## src/rtl/cond_flag_unit_if.sv

```systemverilog
`default_nettype none
// ============================================================================
// Module      : cond_flag_unit_if
// Description : Request/result handshake between the control unit and the
//               condition-flag unit.
//               Request : cond_valid/cond_ready with a 4-bit ARM cond field.
//               Result  : pass_valid/pass_ack with a 1-bit pass verdict.
//               master = control unit side, slave = cond_flag_unit side.
// Revision    : 1.0 - initial release
// ============================================================================
interface cond_flag_unit_if;
  logic       cond_valid;
  logic [3:0] cond;
  logic       cond_ready;
  logic       pass_valid;
  logic       pass;
  logic       pass_ack;

  modport master (
    output cond_valid,
    output cond,
    output pass_ack,
    input  cond_ready,
    input  pass_valid,
    input  pass
  );

  modport slave (
    input  cond_valid,
    input  cond,
    input  pass_ack,
    output cond_ready,
    output pass_valid,
    output pass
  );
endinterface
`default_nettype wire

```

## src/rtl/cond_flag_unit.sv

```systemverilog
`default_nettype none
// ============================================================================
// Module      : cond_flag_unit
// Description : Consumer of the ALU condition codes. Latches NZCV into a
//               status register on flag_we, returns stored C as ALU Cin and
//               evaluates ARM condition fields, delivering the verdict through
//               a one-entry valid/ack output stage.
//               Optional macro FLAG_BYPASS_EN: forward incoming ALU flags to
//               a request accepted in the same cycle as flag_we.
// Ports       : clk, reset_n (sync, active-low)
//               flag_we, alu_n/z/c/v   - status register load
//               bus (slave)            - cond request / pass result handshake
//               flags {N,Z,C,V}, cin_out, fail_count (saturating)
// Revision    : 1.0 - initial release
// ============================================================================
module cond_flag_unit #(
  parameter logic [3:0] FLAG_RESET = 4'b0000,
  parameter int         CNT_W      = 8
) (
  input  wire logic             clk,
  input  wire logic             reset_n,
  input  wire logic             flag_we,
  input  wire logic             alu_n,
  input  wire logic             alu_z,
  input  wire logic             alu_c,
  input  wire logic             alu_v,
  cond_flag_unit_if.slave       bus,
  output logic [3:0]            flags,
  output logic                  cin_out,
  output logic [CNT_W-1:0]      fail_count
);

  localparam logic [CNT_W-1:0] CNT_MAX = '1;

  logic [3:0]       flags_q, flags_d;
  logic             pass_valid_q, pass_valid_d;
  logic             pass_q, pass_d;
  logic [CNT_W-1:0] fail_q, fail_d;

  logic [3:0]       alu_flags;
  logic [3:0]       eval_flags;
  logic             ready;
  logic             accept;

  // ARM condition evaluation against {N,Z,C,V}.
  function automatic logic eval_cond(input logic [3:0] cf, input logic [3:0] f);
    logic fn, fz, fc, fv;
    logic r;
    fn = f[3];
    fz = f[2];
    fc = f[1];
    fv = f[0];
    case (cf)
      4'h0:    r = fz;
      4'h1:    r = !fz;
      4'h2:    r = fc;
      4'h3:    r = !fc;
      4'h4:    r = fn;
      4'h5:    r = !fn;
      4'h6:    r = fv;
      4'h7:    r = !fv;
      4'h8:    r = fc & !fz;
      4'h9:    r = !fc | fz;
      4'hA:    r = (fn == fv);
      4'hB:    r = (fn != fv);
      4'hC:    r = !fz & (fn == fv);
      4'hD:    r = fz | (fn != fv);
      4'hE:    r = 1'b1;
      default: r = 1'b0;  // NV is reserved: always squash
    endcase
    return r;
  endfunction

  assign alu_flags = {alu_n, alu_z, alu_c, alu_v};

  // One-entry output stage: a slot frees up in the same cycle it is acked.
  assign ready  = !pass_valid_q | bus.pass_ack;
  assign accept = bus.cond_valid & ready;

`ifdef FLAG_BYPASS_EN
  assign eval_flags = flag_we ? alu_flags : flags_q;
`else
  assign eval_flags = flags_q;
`endif

  always_comb begin
    flags_d      = flags_q;
    pass_valid_d = pass_valid_q;
    pass_d       = pass_q;
    fail_d       = fail_q;

    if (flag_we) begin
      flags_d = alu_flags;
    end

    if (accept) begin
      pass_valid_d = 1'b1;
      pass_d       = eval_cond(bus.cond, eval_flags);
    end else if (bus.pass_ack) begin
      pass_valid_d = 1'b0;
    end

    // Count squashes only when they are actually delivered to the consumer.
    if (pass_valid_q && bus.pass_ack && !pass_q && (fail_q != CNT_MAX)) begin
      fail_d = fail_q + 1'b1;
    end
  end

  always_ff @(posedge clk) begin
    if (!reset_n) begin
      flags_q      <= FLAG_RESET;
      pass_valid_q <= 1'b0;
      pass_q       <= 1'b0;
      fail_q       <= '0;
    end else begin
      flags_q      <= flags_d;
      pass_valid_q <= pass_valid_d;
      pass_q       <= pass_d;
      fail_q       <= fail_d;
    end
  end

  assign bus.cond_ready = ready;
  assign bus.pass_valid = pass_valid_q;
  assign bus.pass       = pass_q;
  assign flags          = flags_q;
  assign cin_out        = flags_q[1];
  assign fail_count     = fail_q;

endmodule
`default_nettype wire
```

## src/flat_wrapper.sv

```systemverilog
// flat-port wrapper written by rule: the top's interface ports become plain ports
module cond_flag_unit_flat 
#(
  parameter logic [3:0] FLAG_RESET = 4'b0000,
  parameter int         CNT_W      = 8
)
  (clk, reset_n, flag_we, alu_n, alu_z, alu_c, alu_v, flags, cin_out, fail_count, bus_cond_valid, bus_cond, bus_pass_ack, bus_cond_ready, bus_pass_valid, bus_pass);
  cond_flag_unit_if bus_i ();
  input  wire logic clk;
  input  wire logic reset_n;
  input  wire logic flag_we;
  input  wire logic alu_n;
  input  wire logic alu_z;
  input  wire logic alu_c;
  input  wire logic alu_v;
  output logic [3:0] flags;
  output logic cin_out;
  output logic [CNT_W-1:0] fail_count;
  input wire logic [$bits(bus_i.cond_valid)-1:0] bus_cond_valid;
  input wire logic [$bits(bus_i.cond)-1:0] bus_cond;
  input wire logic [$bits(bus_i.pass_ack)-1:0] bus_pass_ack;
  output wire logic [$bits(bus_i.cond_ready)-1:0] bus_cond_ready;
  output wire logic [$bits(bus_i.pass_valid)-1:0] bus_pass_valid;
  output wire logic [$bits(bus_i.pass)-1:0] bus_pass;
  assign bus_i.cond_valid = bus_cond_valid;
  assign bus_i.cond = bus_cond;
  assign bus_i.pass_ack = bus_pass_ack;
  assign bus_cond_ready = bus_i.cond_ready;
  assign bus_pass_valid = bus_i.pass_valid;
  assign bus_pass = bus_i.pass;
  cond_flag_unit #(.FLAG_RESET(FLAG_RESET), .CNT_W(CNT_W)) u_core (.clk(clk), .reset_n(reset_n), .flag_we(flag_we), .alu_n(alu_n), .alu_z(alu_z), .alu_c(alu_c), .alu_v(alu_v), .bus(bus_i), .flags(flags), .cin_out(cin_out), .fail_count(fail_count));
endmodule
```

## config.mk

```make
export PLATFORM = sky130hd
export DESIGN_NAME = cond_flag_unit_flat
export DESIGN_NICKNAME = d
export VERILOG_FILES = /design/src/rtl/cond_flag_unit_if.sv /design/src/rtl/cond_flag_unit.sv /design/src/flat_wrapper.sv
export SDC_FILE = /design/constraint.sdc
export NUM_CORES = 1
export LEC_CHECK = 0
export BUFFER_PORTS_ARGS = -buffer_cell sky130_fd_sc_hd__buf_2
export CELL_PAD_IN_SITES_DETAIL_PLACEMENT = 1
export CELL_PAD_IN_SITES_GLOBAL_PLACEMENT = 1
export CORE_UTILIZATION = 37
export CTS_CLUSTER_DIAMETER = 200
export DETAILED_ROUTE_END_ITERATION = 8
export PLACE_DENSITY_LB_ADDON = 0.1
export RECOVER_POWER = 100
export SETUP_SLACK_MARGIN = 0.05
export SLEW_MARGIN = 20
export SYNTH_ARGS = -nofsm -noshare
export SYNTH_HDL_FRONTEND = slang
export SYNTH_SLANG_ARGS = --single-unit
```

## constraint.sdc

```tcl
create_clock -name clk -period 2.96 [get_ports clk]
set_clock_uncertainty 0.1 [all_clocks]
set_input_delay 0.444 -clock clk [delete_from_list [all_inputs] [get_ports clk]]
set_output_delay 0.444 -clock clk [all_outputs]
set_load 0.05 [all_outputs]
```

==> impl_results.md, run 1 <==
* Outcome: finished clean
* CTS Buf Count at 3
* EDFF count, synth at 0
* GP Congestion at 0.806
* Synth cell types at 36
* M3 GR Usage at 4.67%
* CTS tree: yes
* Setup crit end kind: output pin
* WP buf/inv at 1
* Compound-Gate Fraction of Synth Area at 19.1%
* Min-delay src: alu_c
* Syn-to-layout area delta at 17.2%
* Synth Area in Adders at 1.51%
* Cell depth of the worst flop-to-flop path at 5
* Post-synthesis mux area share at 8.47%
* Setup slack, reg-to-reg at 1.25 ns
* Largest family of logic cells by synthesized area: simple AND/OR/NAND/NOR gates
* Resized Gates After CTS at 0
* Worst path max stage delay at 0.51 ns
* ANT nets after route at 0
* Hold buffers post-CTS at 0
* Post-synthesis xor/xnor area fraction at 7.41%
* Initial drt markers at 6
* Total gr overflow at 0
* Hold endpoint: u_core.flags[1]$_SDFFE_PN0P_
* Power Density at 401 mW/mm²
* Total GRT Usage at 17.5%
* Slew Viols, Final at 0
* Syn_nets at 106
* Root buffer cell: clkbuf_4
* Starting Density at 40.9%
* Hold path cells at 3
* RR Endpoint: u_core.fail_count[5]$_SDFFE_PN0P_
* RSZ-0062 raised after global routing: no
* Clock latency on the worst-skew pair at 0.27 ns
* Ys flop type: dfxtp_1
* CP startpoint kind: flip-flop
* Initial antenna violation count at 0
* Share of cells above drive strength 1 at 13.6%
* Final Hold Fails at 0
* Via density per instance at 5.21
* Synth Warn # at 0
* Sequential element share of the synthesized area at 33.9%
* Top-Level Pins at 29
* Critical-path top delay cell: dfxtp_1
* Largest net degree at the start of global routing at 15
* CTS H-tree depth at 1
* Syn avg cell area at 8.99 µm²
* Worst EP required at 2.42 ns
* Setup TNS Final at 0 ns
* CP top delay family: flip-flops
* Share of flip-flops with an asynchronous set or reset at 0%
* Core Region at 0.00202 mm²
* Final Setup Violations at 0
* GRT Max-Usage Layer: met2
* Min-Delay Path Class: in -> reg
* Fin crit share at 61.6%
* Leak at 0.000361 µW
* Synthesized area at 827 µm²
* IO Port Bufs at 28
* Max Cap Viol at 0
* Worst path cell trace: clkbuf_1
* Vias in the first global route at 756
* Yosys reg bits at 14
* DR WL/cell at 12.7 µm
* Post-CTS setup buffer count at 0
* Worst-Margin Slew at 0.601 ns
* Max-slew headroom at 60.1%
* Residual DRC count at 0
* Clk sinks at 14
* Clock buffer depth at 2
* Final #Nets at 134
* Antenna fix cells at 0
* Num rows at 16
* Post-Route WL at 1840 µm
* Min Tclk post-route at 1.82 ns
* Post-Synth Simple-Gate Area at 25.7%
* Worst-path clk slew at 0.08 ns
* GRT met2 Usage at 29.7%
* Crit Path Category: reg -> out
* Critical R2R Launch: u_core.fail_count[4]$_SDFFE_PN0P_
* Drt first pass iters at 2
* Routed vias at 756
* Final non-filler cell area at 970 µm²
* Post-DP Area at 976 µm²
* Arr. time, crit path at 1.28 ns
* First-pass GRT wire length at 3350 µm
* F_max at 548 MHz
* Worst vdd ir at 0.349 mV
* Die H at 49.3 µm
* CP max FO at 9
* Grt met1 use at 22.8%
* Dpl hpwl at 1440 µm
* Width of the die at 49.3 µm
* Synthesized instance count at 92
* DIE AREA at 0.00243 mm²
[cell type report]
class	instances	area, µm²
sequential	14	280
timing repair buffer	28	120
inverter	2	7.51
fill	260	1050
tap	27	33.8
multi-input combinational	71	505
clock buffer	3	22.5
[power breakdown]
part / switching (µW) / internal [µW] / leakage (µW) / total, µW
clock: 54.6 / 47.0 / 0.0000138 / 102
combinational: 54.7 / 29.0 / 0.000233 / 83.7
sequential: 8.59 / 195 / 0.000114 / 203
[cell families after synthesis]
kind of cell             count (synthesis)
AND/OR/NAND/NOR                         34
AO/OA/AOI/OAI                           22
flip-flops                              14
XOR/XNOR                                 7
buffers and inverters                    7
multiplexers                             7
adder cells (fa/ha/maj)                  1
[worst max path at each step]
stage	startpoint	to	slack, ns	depth (start not counted)
after floorplan	u_core.bus.pass_valid$_SDFFE_PN0P_	u_core.bus.pass$_SDFFE_PN0P_	1.04	5
after global placement	bus_pass_ack	u_core.fail_count[5]$_SDFFE_PN0P_	1.28	6
after detailed placement	bus_cond[3]	u_core.bus.pass$_SDFFE_PN0P_	1.26	6
after CTS	u_core.flags[3]$_SDFFE_PN0P_	flags[3]	1.29	1
after global routing	u_core.flags[3]$_SDFFE_PN0P_	flags[3]	1.07	1
final	u_core.flags[3]$_SDFFE_PN0P_	flags[3]	1.14	1
[routing by layer]
layer,vias up,wire [µm]
li1,386,-
met1,355,877
met2,15,881
met3,0,78
met4,0,0
met5,-,0
[flip-flops by register name, indices dropped and copies added (netlist names)]
| register | flops |
|---|---|
| u_core.fail_count | 8 |
| u_core.bus.pass | 1 |
| u_core.flags | 4 |
| u_core.bus.pass_valid | 1 |
[metrics by stage]
step           util [%]  setup WS, ns  hold slack, ns  power, µW  cells
2_1_floorplan         -          1.04           0.482        270     92
3_3_place_gp       48.3          1.28           0.421        292    142
3_5_place_dp       48.3          1.26           0.430        294    142
4_1_cts            49.4          1.29           0.328        398    145
5_1_grt            48.0          1.07           0.322        412    145
6_report           48.0          1.14           0.333        389    145
[synth_stat cells (2+ instances only)]
master | count | area, µm²
o211ai_1 | 2 | 15.0
a21boi_0 | 2 | 15.0
nand2_1 | 4 | 15.0
a21boi_1 | 2 | 15.0
nor2b_1 | 9 | 56.3
mux2i_1 | 7 | 70.1
inv_1 | 2 | 7.51
xnor2_1 | 5 | 43.8
nand3b_1 | 2 | 15.0
and2_1 | 6 | 37.5
dfxtp_1 | 14 | 280
xor2_1 | 2 | 17.5
buf_2 | 2 | 10.0
o21ai_0 | 4 | 20.0
nand4_1 | 2 | 12.5
or3_1 | 2 | 12.5
clkbuf_1 | 2 | 7.51
a31oi_1 | 4 | 25.0
a21oi_1 | 2 | 10.0
[cell usage in the layout (no fill, tap or decap), drive strengths merged]
cell type and n:
a211o 1, a21boi 4, a21o 1, a21oi 2
a311oi 2, a31oi 4, and2 7, and4 1
buf 12, clkbuf 19, dfxtp 14, ha 1
inv 2, mux2i 7, nand2 4, nand2b 1
nand3 1, nand3b 2, nand4 2, nor2 1
nor2b 9, nor3 1, nor3b 1, nor4 1
nor4bb 1, o211ai 2, o21a 1, o21ai 4
o311a 1, or3 2, xnor2 5, xor2 2
No activity file was read; power rests on OpenSTA's default activity.
==> run 2: changes to the inputs <==
Settings changed: CORE_UTILIZATION 37 to 31.
Clock period 2.96 ns to 1.6 ns, I/O delays scaled along.
==> run 2 against run 1 <==
Highest routed layer is now met4. Sequential power grew 84%. Clock-buffer cell count grew 1. Cell area grew 12%. Critical endpoint is now u_core.fail_count[2]$_SDFFE_PN0P_.
==> impl_results.md, run 2 (synthesis results as in run 1) <==
* Min-delay src: alu_v
* Power Density at 721 mW/mm² (+80%)
* Root buffer cell: clkbuf_4
* Min-Delay Path Class: in -> reg
* Min Tclk post-route at 1.57 ns
* DIE AREA at 0.00288 mm² (+19%)
* Final non-filler cell area at 0.00108 mm² (+12%)
* Final Setup Violations at 0 (unchanged)
* Antenna fix cells at 0 (unchanged)
* Clock latency on the worst-skew pair at 0.27 ns (about the same)
* GP Congestion at 0.754 (-6.4%)
* Setup TNS Final at 0 ns (unchanged)
* Post-DP Area at 0.00103 mm² (+5.5%)
* Critical Path Start: u_core.bus.pass$_SDFFE_PN0P_
* Most common cell after layout, fill and taps aside: buf_2
* RR Endpoint: u_core.fail_count[2]$_SDFFE_PN0P_
* Final Hold Fails at 0 (unchanged)
* Crit path to: u_core.fail_count[2]$_SDFFE_PN0P_
* Most frequent cells in the layout: buf_2, nor2b_1, mux2i_1, dfxtp_2, and2_1
* Share of cells above drive strength 1 at 42.1% (+29 points)
* Worst vdd ir at 0.455 mV (+30%)
* Post-Route WL at 1980 µm (+8.0%)
* Total GRT Usage at 15.1% (-2.5 points)
* Vias in the first global route at 673 (-11%)
* Arr. time, crit path at 1.64 ns (+0.36 ns)
* ANT nets after route at 0 (unchanged)
* CTS tree: yes
* Starting Density at 33.1% (-7.8 points)
* Outcome: finished clean
* Max Cap Viol at 0 (unchanged)
* Setup crit end kind: flip-flop
* Final #Nets at 136 (+1.5%)
* Fin cells at 151 (+4.1%)
* Cell depth of the worst flop-to-flop path at 5 (unchanged)
* Setup slack, reg-to-reg at 0.03 ns (-1.22 ns)
* CP startpoint kind: flip-flop
* Num rows at 18 (+2)
* CTS Buf Count at 3 (unchanged)
* Hold WS at 0.123 ns (-0.211 ns)
* Placed Instances at 146 (+2.8%)
* DR WL/cell at 13.1 µm (+3.7%)
* Dpl hpwl at 1480 µm (+3.4%)
* Fill cells at 301 (+16%)
* RSZ-0062 raised after global routing: yes
* Core Region at 0.00250 mm² (+24%)
* Fin crit share at 98.4%
* CP max FO at 4 (-5)
* Die H at 53.7 µm (+8.9%)
* Width of the die at 53.7 µm (+8.9%)
* Hold buffers post-CTS at 0 (unchanged)
* Crit Path Category: reg -> reg
* CTS H-tree depth at 1 (unchanged)
* Initial drt markers at 5 (-1)
* Slew Viols, Final at 0 (unchanged)
* Clk sinks at 14 (unchanged)
* Worst-path clk slew at 0.08 ns (about the same)
* Worst EP required at 1.67 ns (-0.75 ns)
* Syn-to-layout area delta at 31.2%
* Total gr overflow at 0 (unchanged)
* Max-slew headroom at 78.6% (+19 points)
* First-pass GRT wire length at 3000 µm (-10%)
* Via density per instance at 5.09 (-2.4%)
* Max reg flops at 8 (unchanged)
* F_max at 635 MHz
* Initial antenna violation count at 0 (unchanged)
* Worst-Margin Slew at 0.320 ns (-0.282 ns)
* Clock buffer depth at 2 (unchanged)
* Largest net degree at the start of global routing at 15 (unchanged)
* Top-Level Pins at 29 (unchanged)
* Residual DRC count at 0 (unchanged)
* IO Port Bufs at 28 (unchanged)
* Leak at 0.000454 µW (+26%)
* Critical R2R Launch: u_core.bus.pass$_SDFFE_PN0P_
* Routed vias at 768 (+1.6%)
* Drt first pass iters at 3 (+1)
* Final Util at 43.4% (-4.6 points)
==> run 2: cell count changes in the layout (fill, tap and decap cells not counted), moves of 2 or more <==
cell      previous run  this run
a21boi_0             4         2
dfxtp_2              0         7
a21boi_1             0         2
dfxtp_1             14         2
clkbuf_1            16         0
and2_1               2         6
dfxtp_4              0         5
buf_2               12        28
buf_4                0         2
and2_0               4         0
==> run 2: timing repair <==
action / in CTS / in global routing
endpoints found under the hold margin: 0 / 0
buffers inserted: 0 / 1
gates resized for setup: 0 / 2
pin swaps: 1 / 3
setup endpoints to repair: 2 / 5
==> run 2: area by class of cell <==
class | instances | area, µm² | share of cell area, %
Timing Repair Buffer | 30 | 155 | 14.3
Inverter | 2 | 7.51 | 0.692
Tap cell | 30 | 37.5 | 3.46
Sequential cell | 14 | 308 | 28.4
Clock buffer | 4 | 36.3 | 3.34
Multi-Input combinational cell | 71 | 541 | 49.8
==> run 2: where the power goes <==
part           switching (µW)  leakage, µW  internal (µW)
Combinational             101     0.000312           59.4
Clock                     110    0.0000210            138
Sequential               17.4     0.000121            355
Total                     229     0.000454            553
==> run 2: worst max-delay path, stage by stage (launching register included) <==
cell      delay [ns]
dfxtp_2         0.33
nand3b_1        0.25
a211o_1         0.36
buf_4           0.15
xnor2_1         0.12
and2_1          0.16
==> run 2: stage by stage <==
| step | total power, µW | worst slack (ns) |
|---|---|---|
| floorplan | 498 | 0.0525 |
| global placement | 540 | 0.0983 |
| detailed placement | 543 | 0.0625 |
| CTS | 800 | 0.0379 |
| global route | 837 | -0.0551 |
| finish | 782 | 0.0262 |
==> run 2: worst min-delay path by stage <==
| stage | to | depth (start not counted) |
|---|---|---|
| after floorplan | u_core.bus.pass_valid$_SDFFE_PN0P_ | 2 |
| after global placement | u_core.fail_count[6]$_SDFFE_PN0P_ | 2 |
| after detailed placement | u_core.fail_count[6]$_SDFFE_PN0P_ | 2 |
| after CTS | u_core.bus.pass_valid$_SDFFE_PN0P_ | 3 |
| after global routing | u_core.bus.pass_valid$_SDFFE_PN0P_ | 3 |
| final | u_core.flags[0]$_SDFFE_PN0P_ | 3 |
==> run 2: metal layers <==
metal	global-route usage, %	up-vias	part of all wire [%]
met3	5.08	2	3.6
met4	6.58	0	1.1
met5	0	-	0
li1	-	390	-
met1	18.6	361	48
met2	23.5	15	48
